==> src/rtl/dp_pkg.sv <==
// Shared definitions for the data-processing issue/writeback slice:
// opcode and condition encodings, FSM state codes and the instruction word layout.
package dp_pkg;

    localparam logic [3:0] OP_AND = 4'h0;
    localparam logic [3:0] OP_EOR = 4'h1;
    localparam logic [3:0] OP_SUB = 4'h2;
    localparam logic [3:0] OP_RSB = 4'h3;
    localparam logic [3:0] OP_ADD = 4'h4;
    localparam logic [3:0] OP_ADC = 4'h5;
    localparam logic [3:0] OP_SBC = 4'h6;
    localparam logic [3:0] OP_RSC = 4'h7;
    localparam logic [3:0] OP_TST = 4'h8;
    localparam logic [3:0] OP_TEQ = 4'h9;
    localparam logic [3:0] OP_CMP = 4'hA;
    localparam logic [3:0] OP_CMN = 4'hB;
    localparam logic [3:0] OP_ORR = 4'hC;
    localparam logic [3:0] OP_MOV = 4'hD;
    localparam logic [3:0] OP_BIC = 4'hE;
    localparam logic [3:0] OP_MVN = 4'hF;

    localparam logic [3:0] CC_EQ = 4'h0;
    localparam logic [3:0] CC_NE = 4'h1;
    localparam logic [3:0] CC_CS = 4'h2;
    localparam logic [3:0] CC_CC = 4'h3;
    localparam logic [3:0] CC_MI = 4'h4;
    localparam logic [3:0] CC_PL = 4'h5;
    localparam logic [3:0] CC_VS = 4'h6;
    localparam logic [3:0] CC_VC = 4'h7;
    localparam logic [3:0] CC_HI = 4'h8;
    localparam logic [3:0] CC_LS = 4'h9;
    localparam logic [3:0] CC_GE = 4'hA;
    localparam logic [3:0] CC_LT = 4'hB;
    localparam logic [3:0] CC_GT = 4'hC;
    localparam logic [3:0] CC_LE = 4'hD;
    localparam logic [3:0] CC_AL = 4'hE;
    localparam logic [3:0] CC_NV = 4'hF;

    localparam logic [1:0] ST_IDLE = 2'd0;
    localparam logic [1:0] ST_READ = 2'd1;
    localparam logic [1:0] ST_EXEC = 2'd2;
    localparam logic [1:0] ST_WB   = 2'd3;

    localparam int COND_LSB   = 28;
    localparam int IMM_BIT    = 25;
    localparam int OPCODE_LSB = 21;
    localparam int S_BIT      = 20;
    localparam int RN_LSB     = 16;
    localparam int RD_LSB     = 12;

    typedef struct packed {
        logic [3:0]  cond;
        logic [1:0]  rsvd;
        logic        imm;
        logic [3:0]  opcode;
        logic        s;
        logic [3:0]  rn;
        logic [3:0]  rd;
        logic [11:0] op2;
    } instr_t;

    // Compare/test opcodes (10xx) only update flags.
    function automatic logic writes_rd(input logic [3:0] op);
        return op[3:2] != 2'b10;
    endfunction

endpackage

==> src/rtl/dp_issue_if.sv <==
// Instruction handshake plus operand/result bus between dp_issue and the ALU op units.
interface dp_issue_if;
    logic        instr_valid;
    logic        instr_ready;
    logic [31:0] instr;
    logic        en_inst;
    logic [3:0]  opcode;
    logic        IMM;
    logic        S;
    logic [31:0] Rn;
    logic [31:0] Rm;
    logic [11:0] imm_operand;
    logic [4:0]  imm_shift;
    logic [1:0]  stype;
    logic        carry_in;
    logic        zero_in;
    logic        neg_in;
    logic [31:0] Rd;
    logic        carry_out;
    logic        zero_out;
    logic        neg_out;

    modport master (
        input  instr_valid, instr, Rd, carry_out, zero_out, neg_out,
        output instr_ready, en_inst, opcode, IMM, S, Rn, Rm,
               imm_operand, imm_shift, stype, carry_in, zero_in, neg_in
    );

    modport slave (
        output instr_valid, instr, Rd, carry_out, zero_out, neg_out,
        input  instr_ready, en_inst, opcode, IMM, S, Rn, Rm,
               imm_operand, imm_shift, stype, carry_in, zero_in, neg_in
    );
endinterface

==> src/rtl/dp_issue_cond_check.sv <==
// Condition-code evaluation against N/Z/C; V is not tracked and reads as 0.
module cond_check
    import dp_pkg::*;
(
    input  logic [3:0] cond,
    input  logic       n,
    input  logic       z,
    input  logic       c,
    output logic       pass
);
    always_comb begin
        pass = 1'b1;
        case (cond)
            CC_EQ: pass = z;
            CC_NE: pass = !z;
            CC_CS: pass = c;
            CC_CC: pass = !c;
            CC_MI: pass = n;
            CC_PL: pass = !n;
            CC_VS: pass = 1'b0;
            CC_VC: pass = 1'b1;
            CC_HI: pass = c & !z;
            CC_LS: pass = !c | z;
            CC_GE: pass = !n;
            CC_LT: pass = n;
            CC_GT: pass = !z & !n;
            CC_LE: pass = z | n;
            default: pass = 1'b1;
        endcase
    end
endmodule

==> src/rtl/dp_issue.sv <==
// Issue/writeback stage: 16x32 regfile, IDLE->READ->EXEC->WB sequencing and N/Z/C flags.
// Conditional execution is built only when DP_ISSUE_COND_EN is defined.
module dp_issue
    import dp_pkg::*;
#(
    parameter logic [31:0] REG_INIT = 32'h0
) (
    input  logic              clk,
    input  logic              rst,
    dp_issue_if.master        bus,
    input  logic [3:0]        dbg_addr,
    output logic [31:0]       dbg_data,
    output logic              pc_wr_err,
    output logic [15:0]       skip_cnt
);
    logic [1:0]  state_reg;
    instr_t      instr_reg;
    logic        en_reg;
    logic [3:0]  opcode_reg;
    logic        imm_reg;
    logic        s_reg;
    logic [31:0] rn_reg;
    logic [31:0] rm_reg;
    logic [11:0] op2_reg;
    logic        n_reg;
    logic        z_reg;
    logic        c_reg;
    logic        pc_err_reg;
    logic [31:0] rf_reg [16];
    logic        cond_pass;
    logic        wb_wr;
    logic [14:0] wr_sel;

    // R15 is never selected for writing, so its entry stays at its reset value of 0.
    assign wb_wr = (state_reg == ST_WB) && writes_rd(opcode_reg) && (instr_reg.rd != 4'hF);

    genvar gi;
    generate
        for (gi = 0; gi < 15; gi++) begin : g_wr_sel
            assign wr_sel[gi] = wb_wr && (instr_reg.rd == 4'(gi));
        end
    endgenerate

    always_ff @(posedge clk) begin
        if (rst) begin
            for (int i = 0; i < 16; i++) begin
                rf_reg[i] <= (i == 15) ? 32'h0 : REG_INIT;
            end
        end else begin
            for (int i = 0; i < 15; i++) begin
                if (wr_sel[i]) begin
                    rf_reg[i] <= bus.Rd;
                end
            end
        end
    end

`ifdef DP_ISSUE_COND_EN
    logic [15:0] skip_cnt_reg;

    cond_check u_cond_check (
        .cond (instr_reg.cond),
        .n    (n_reg),
        .z    (z_reg),
        .c    (c_reg),
        .pass (cond_pass)
    );

    always_ff @(posedge clk) begin
        if (rst) begin
            skip_cnt_reg <= '0;
        end else if ((state_reg == ST_READ) && !cond_pass && (skip_cnt_reg != 16'hFFFF)) begin
            skip_cnt_reg <= skip_cnt_reg + 16'd1;
        end
    end

    assign skip_cnt = skip_cnt_reg;
`else
    assign cond_pass = 1'b1;
    assign skip_cnt  = '0;
`endif

    always_ff @(posedge clk) begin
        if (rst) begin
            state_reg  <= ST_IDLE;
            instr_reg  <= '0;
            en_reg     <= 1'b0;
            opcode_reg <= '0;
            imm_reg    <= 1'b0;
            s_reg      <= 1'b0;
            rn_reg     <= '0;
            rm_reg     <= '0;
            op2_reg    <= '0;
            n_reg      <= 1'b0;
            z_reg      <= 1'b0;
            c_reg      <= 1'b0;
            pc_err_reg <= 1'b0;
        end else begin
            case (state_reg)
                ST_IDLE: begin
                    if (bus.instr_valid) begin
                        instr_reg <= bus.instr;
                        state_reg <= ST_READ;
                    end
                end
                ST_READ: begin
                    // A failed condition leaves every operand output untouched.
                    if (cond_pass) begin
                        opcode_reg <= instr_reg.opcode;
                        imm_reg    <= instr_reg.imm;
                        s_reg      <= instr_reg.s;
                        rn_reg     <= rf_reg[instr_reg.rn];
                        rm_reg     <= rf_reg[instr_reg.op2[3:0]];
                        op2_reg    <= instr_reg.op2;
                        en_reg     <= 1'b1;
                        state_reg  <= ST_EXEC;
                    end else begin
                        state_reg  <= ST_IDLE;
                    end
                end
                ST_EXEC: begin
                    en_reg    <= 1'b0;
                    state_reg <= ST_WB;
                end
                ST_WB: begin
                    n_reg <= bus.neg_out;
                    z_reg <= bus.zero_out;
                    c_reg <= bus.carry_out;
                    if (writes_rd(opcode_reg) && (instr_reg.rd == 4'hF)) begin
                        pc_err_reg <= 1'b1;
                    end
                    state_reg <= ST_IDLE;
                end
                default: state_reg <= ST_IDLE;
            endcase
        end
    end

    assign bus.instr_ready = (state_reg == ST_IDLE);
    assign bus.en_inst     = en_reg;
    assign bus.opcode      = opcode_reg;
    assign bus.IMM         = imm_reg;
    assign bus.S           = s_reg;
    assign bus.Rn          = rn_reg;
    assign bus.Rm          = rm_reg;
    assign bus.imm_operand = op2_reg;
    assign bus.imm_shift   = op2_reg[11:7];
    assign bus.stype       = op2_reg[6:5];
    assign bus.carry_in    = c_reg;
    assign bus.zero_in     = z_reg;
    assign bus.neg_in      = n_reg;

    assign dbg_data  = rf_reg[dbg_addr];
    assign pc_wr_err = pc_err_reg;

endmodule

==> src/flat_wrapper.sv <==
// flat-port wrapper written by rule: the top's interface ports become plain ports
module dp_issue_flat import dp_pkg::*;
#(
    parameter logic [31:0] REG_INIT = 32'h0
)
  (clk, rst, dbg_addr, dbg_data, pc_wr_err, skip_cnt, bus_instr_valid, bus_instr, bus_Rd, bus_carry_out, bus_zero_out, bus_neg_out, bus_instr_ready, bus_en_inst, bus_opcode, bus_IMM, bus_S, bus_Rn, bus_Rm, bus_imm_operand, bus_imm_shift, bus_stype, bus_carry_in, bus_zero_in, bus_neg_in);
  dp_issue_if bus_i ();
  input  logic clk;
  input  logic rst;
  input  logic [3:0] dbg_addr;
  output logic [31:0] dbg_data;
  output logic pc_wr_err;
  output logic [15:0] skip_cnt;
  input wire logic [$bits(bus_i.instr_valid)-1:0] bus_instr_valid;
  input wire logic [$bits(bus_i.instr)-1:0] bus_instr;
  input wire logic [$bits(bus_i.Rd)-1:0] bus_Rd;
  input wire logic [$bits(bus_i.carry_out)-1:0] bus_carry_out;
  input wire logic [$bits(bus_i.zero_out)-1:0] bus_zero_out;
  input wire logic [$bits(bus_i.neg_out)-1:0] bus_neg_out;
  output wire logic [$bits(bus_i.instr_ready)-1:0] bus_instr_ready;
  output wire logic [$bits(bus_i.en_inst)-1:0] bus_en_inst;
  output wire logic [$bits(bus_i.opcode)-1:0] bus_opcode;
  output wire logic [$bits(bus_i.IMM)-1:0] bus_IMM;
  output wire logic [$bits(bus_i.S)-1:0] bus_S;
  output wire logic [$bits(bus_i.Rn)-1:0] bus_Rn;
  output wire logic [$bits(bus_i.Rm)-1:0] bus_Rm;
  output wire logic [$bits(bus_i.imm_operand)-1:0] bus_imm_operand;
  output wire logic [$bits(bus_i.imm_shift)-1:0] bus_imm_shift;
  output wire logic [$bits(bus_i.stype)-1:0] bus_stype;
  output wire logic [$bits(bus_i.carry_in)-1:0] bus_carry_in;
  output wire logic [$bits(bus_i.zero_in)-1:0] bus_zero_in;
  output wire logic [$bits(bus_i.neg_in)-1:0] bus_neg_in;
  assign bus_i.instr_valid = bus_instr_valid;
  assign bus_i.instr = bus_instr;
  assign bus_i.Rd = bus_Rd;
  assign bus_i.carry_out = bus_carry_out;
  assign bus_i.zero_out = bus_zero_out;
  assign bus_i.neg_out = bus_neg_out;
  assign bus_instr_ready = bus_i.instr_ready;
  assign bus_en_inst = bus_i.en_inst;
  assign bus_opcode = bus_i.opcode;
  assign bus_IMM = bus_i.IMM;
  assign bus_S = bus_i.S;
  assign bus_Rn = bus_i.Rn;
  assign bus_Rm = bus_i.Rm;
  assign bus_imm_operand = bus_i.imm_operand;
  assign bus_imm_shift = bus_i.imm_shift;
  assign bus_stype = bus_i.stype;
  assign bus_carry_in = bus_i.carry_in;
  assign bus_zero_in = bus_i.zero_in;
  assign bus_neg_in = bus_i.neg_in;
  dp_issue #(.REG_INIT(REG_INIT)) u_core (.clk(clk), .rst(rst), .bus(bus_i), .dbg_addr(dbg_addr), .dbg_data(dbg_data), .pc_wr_err(pc_wr_err), .skip_cnt(skip_cnt));
endmodule
==> config.mk <==
export PLATFORM = sky130hd
export DESIGN_NAME = dp_issue_flat
export DESIGN_NICKNAME = d
export VERILOG_FILES = /design/src/rtl/dp_pkg.sv /design/src/rtl/dp_issue_if.sv /design/src/rtl/dp_issue_cond_check.sv /design/src/rtl/dp_issue.sv /design/src/flat_wrapper.sv
export SDC_FILE = /design/constraint.sdc
export NUM_CORES = 1
export LEC_CHECK = 0
export BUFFER_PORTS_ARGS = -buffer_cell sky130_fd_sc_hd__buf_2
export CORE_MARGIN = 1.5
export CORE_UTILIZATION = 45
export CTS_BUF_LIST = sky130_fd_sc_hd__clkbuf_4
export CTS_CLUSTER_DIAMETER = 60
export DETAILED_ROUTE_END_ITERATION = 8
export PLACE_DENSITY = 0.67
export SLEW_MARGIN = 15
export SYNTH_ARGS = -nofsm -noshare
export SYNTH_HDL_FRONTEND = slang
export SYNTH_SLANG_ARGS = --single-unit
==> constraint.sdc <==
create_clock -name clk -period 4.1 [get_ports clk]
set_clock_uncertainty 0.1 [all_clocks]
set_input_delay 0.205 -clock clk [delete_from_list [all_inputs] [get_ports clk]]
set_output_delay 0.205 -clock clk [all_outputs]
set_load 0.01 [all_outputs]
# ---- Yosys cells after proc, flatten, opt, wreduce, memory -nomap -nowiden
# Memories as Yosys holds them, arrays and structs flattened. A register that Yosys moved wholly into a read port is not among the register bits.
# Index checks and enable logic that the tools add are counted.
# Widths: inputs -> output; s select.
dict set report totals {
  reg_bits 51
  ram_bits 512
  inputBits 74
  out_inout_bits 143
  memories 1
}
dict set report classes {
  n_eq_ne 21
  n_mux 65
  n_bitwise 15
  n_reduce_logical 23
}
# name words width rd rd_clocked_by_memory_dff write_ports line_no
set mem_list {}
lappend mem_list {u_core.rf_reg 16 32 3 2 16 dp_issue.sv:29} ;# logic [31:0] rf_reg [16];
# op count
set op_table {}
lappend op_table {{$mux 32} 15}
lappend op_table {{$mux 1} 47}
lappend op_table {{$eq 4x4->1 const B} 8}
lappend op_table {{$logic_and 1x1->1} 18}
lappend op_table {{$eq 4x3->1 const B} 4}
lappend op_table {{$or 1x1->1} 15}
lappend op_table {{$eq 4x2->1 const B} 2}
lappend op_table {{$pmux 2 s4} 1}
lappend op_table {{$eq 2x2->1 const B} 2}
lappend op_table {{$eq 4x1->1 const B} 1}
lappend op_table {{$logic_not 4->1} 1}
lappend op_table {{$ne 2x2->1 const B} 2}
lappend op_table {{$ne 4x4->1 const B} 1}
lappend op_table {{$reduce_and 2->1} 2}
lappend op_table {{$eq 2x1->1 const B} 1}
lappend op_table {{$logic_not 2->1} 1}
lappend op_table {{$mux 2} 1}
lappend op_table {{$pmux 1 s2} 1}
lappend op_table {{$reduce_bool 2->1} 1}

# ---- Logic depth before layout (Yosys ltp)
dict set report logic_depth {
  depth_word 8
  ltp_mapped 9
  ltp_nobuf 6
}

# ---- Worst setup path before layout
# OpenSTA, ideal clock, no wires.
dict set report synth_timing {
  kind {register to register}
  startpoint {reg u_core.state_reg[0]}
  endpoint {mem u_core.rf_reg[14][0] (enable)}
  arrival_ns 2.371
  required_ns 3.572
  path_slack_ns 1.201
  path_stages_with_launch 5
  n_path_buf 1
  cell_sequence {dfxtp_1 ha_1 buf_2 nand4b_1 o21bai_1}
}
# element line_no
set synth_rtl {}
lappend synth_rtl {{start: declaration} dp_issue.sv:16} ;# logic [1:0] state_reg;
lappend synth_rtl {{start signal: assignment} dp_issue.sv:85} ;# state_reg <= ST_IDLE;
lappend synth_rtl {{start signal: assignment} dp_issue.sv:103} ;# state_reg <= ST_READ;
lappend synth_rtl {{start signal: assignment} dp_issue.sv:116} ;# state_reg <= ST_EXEC;
lappend synth_rtl {{end: declaration} dp_issue.sv:29}

==> summary.txt <==
Pwr
  • VDD IR max: between 200 and 300 uV
  • P_leak: 13.85 nW
  • Tot Pwr: roughly 18 mW
  • Pwr dens: a little under 500 nW/um2

Cells and area
  • Commonest cells after routing, fill and taps aside: 480 x edfxtp_1, 425 x nor2_1, 394 x mux2i_1, 226 x clkbuf_4, 190 x buf_2
  • Share of cells above drive strength 1: around a quarter
  • Nets@finish: ~3,100
  • Fin cells: between 4,000 and 5,000
  • Final instance area: 37,770 um2
  • Area of the multi-input gates: between 10,000 and 15,000 um2
  • Fillers: roughly 5,900
  • Commonest non-fill, non-tap cell in the layout: edfxtp_1
  • Layout area overhead: 16.71%
  • Largest register FFs: 480
  • Final Util: 52.93%
  • FF/Latch Area: about 17,000 um2

Logic synthesis
  • Synth Register Bits: roughly 600
  • Area leader, netlist: edfxtp_1
  • Synth area leaders: edfxtp_1 45%, mux2i_1 12%, mux4_2 11%
  • Syn avg cell area: between 10 and 15 um2
  • Cell Area, Synth: ~32,000 um2
  • Distinct cells, synth: 44
  • Seq/Total Area, Yosys: about half
  • Yosys top cell area share: about 45%
  • Yosys Warn Count: 0
  • Synth Instances: 2,682
  • Dominant synthesized flop cell: edfxtp_1
  • Async set or reset register ratio after synthesis: 0%
  • Post-synth EDFFs: 480

GRT
  • Initial antenna violation count: 6
  • Vias in the first global route: ~26,000
  • Total global-route track usage: 31.05%
  • First-pass GRT wire length: around 170,000 um
  • Remaining global-route overflow: 0
  • Pin count of the biggest net entering global routing: 80

Clock network
  • CTS H-tree lvls: 4
  • Clock buffer count from CTS: ~150
  • Hold Buf Count CTS: between 100 and 150
  • Cts repair resizes: 0
  • Worst-path clk slew: 0.07 ns
  • Clk buf depth: 3
  • Clk Tree Root Cell: clkbuf_4
  • Worst-Skew Late Latency: between 1 and 1.5 ns
  • CTS Sinks: 595
  • Setup bufs post-CTS: 0
  • CTS tree: yes

Place
  • Final Wtd Congestion: approximately 0.91
  • Placed Area: between 30,000 and 40,000 um2
  • IO Port Bufs: around 190
  • # placed instances: ~3,600
  • Final HPWL DP: 71,300 um

STA
  • Max-slew violations: 0
  • Achievable Freq: 296.0 MHz
  • Total Neg Setup Slack: 0 ns
  • Hold Fails Final Rpt: 0
  • Minimum clock period: about 3.4 ns
  • Max-slew headroom: around 8.5%
  • Final period util: between 80% and 90%
  • Worst slew pin tran: roughly 1.4 ns
  • Setup Viol. Count Final: 0
  • RSZ-0062 raised after global routing: no

Worst setup path
  • Crit. End Element: register
  • Kind of critical path: register to register
  • CP required: 4.96 ns
  • Critical path arrival: between 4 and 5 ns
  • CP Launch Type: register
  • Crit path max fanout: 18

Floorplan
  • Cell Rows: a little under 100
  • Die Span Y: ~270 um
  • I/O pin count: around 220
  • Die width: around 270 um
  • Initial Util: roughly 45%
  • Die area: around 74,000 um2
  • Area of the core: a little over 70,000 um2

Route
  • ANT nets after route: 0
  • WL/cell: between 20 and 30 um
  • Drt initial violations: 3,475
  • Vias/cell: roughly 6.4
  • First-pass detailed-route iteration total: 6
  • Routed via count: 26,166
  • DRC errors left: 0
  • Detailed Route WL: around 120,000 um

Min path
  • Worst min-delay path class: input pin to register

Run
  • Maxcap violations: 0

Outcome
  • Status: finished clean
[power breakdown]
part	internal [mW]	leakage (nW)	switching (mW)
sequential	7.09	5.82	0.666
clock	2.93	1.25	2.59
combinational	2.01	6.78	2.93
total	12.0	13.9	6.18
[cell type report]
type | instances | area share (%)
antenna | 10 | 0.06625
clock buffer | 226 | 4.492
clock inverter | 56 | 1.050
inverter | 47 | 0.4671
multi-input combinational | 1767 | 37.70
sequential | 595 | 44.30
tap | 950 | 3.147
timing repair buffer | 429 | 8.778
[logic make-up after synthesis]
| family | synth area share [%] |
|---|---|
| flip-flops | 51.65 |
| adder cells (fa/ha/maj) | 0.1546 |
| multiplexers | 23.75 |
| AND/OR/NAND/NOR | 10.62 |
| buffers and inverters | 4.898 |
| other | 0.01159 |
| AO/OA/AOI/OAI | 8.915 |
[per-layer routing]
layer	wire length, um	up-vias	global-route usage [%]
li1	-	10779	-
met1	41030	12980	38.35
met2	54270	1992	49.28
met3	15530	413	9.491
met4	5619	2	15.98
met5	19	-	0
[synth_stat cells, types with 2 or more instances]
cell type	instances
nand2b_1	48
buf_1	14
or3b_4	2
mux2i_1	394
nand3_1	77
nand2_1	177
buf_4	53
buf_6	6
a211oi_1	34
a311oi_1	13
o22ai_2	4
dfxtp_1	115
o211ai_1	13
clkbuf_1	160
mux4_2	165
ha_1	4
o22ai_1	22
buf_2	54
nor2b_1	44
a32oi_1	6
and2_1	4
nand4_1	14
nor2_1	427
o2bb2ai_1	32
edfxtp_1	480
a211o_1	51
a22oi_1	45
inv_1	47
o221ai_1	13
a21oi_1	90
o21bai_1	3
a31o_2	2
a2bb2oi_1	57
or3b_2	2
[metrics by stage]
stage               worst slack [ns]  hold slack, ns
detailed placement             1.061          0.3476
floorplan                      1.201          0.2410
global route                  0.6143         0.09156
finish                        0.7219          0.1178
CTS                           0.9317         0.01665
global placement               1.113          0.3404
[final timing paths]
kind | from | endpoint | slack, ns | depth (start not counted)
max | u_core.instr_reg[3]$_SDFFE_PP0P_ | u_core.bus.Rm[7]$_SDFFE_PP0N_ | 0.72 | 4
min | rst | u_core.bus.Rm[19]$_SDFFE_PP0N_ | 0.12 | 3
max reg2reg | u_core.instr_reg[3]$_SDFFE_PP0P_ | u_core.bus.Rm[7]$_SDFFE_PP0N_ | 0.72 | 4
min reg2reg | u_core.bus.Rn[22]$_SDFFE_PP0N_ | u_core.bus.Rn[22]$_SDFFE_PP0N_ | 0.36 | 2
[worst max-delay path: stages, from the launching register on]
cell	delay, ns
dfxtp_1	1.23
nand2_1	1.02
buf_4	0.52
a211o_1	0.33
nand3_1	0.09
Power figures use the tool's default switching activity.
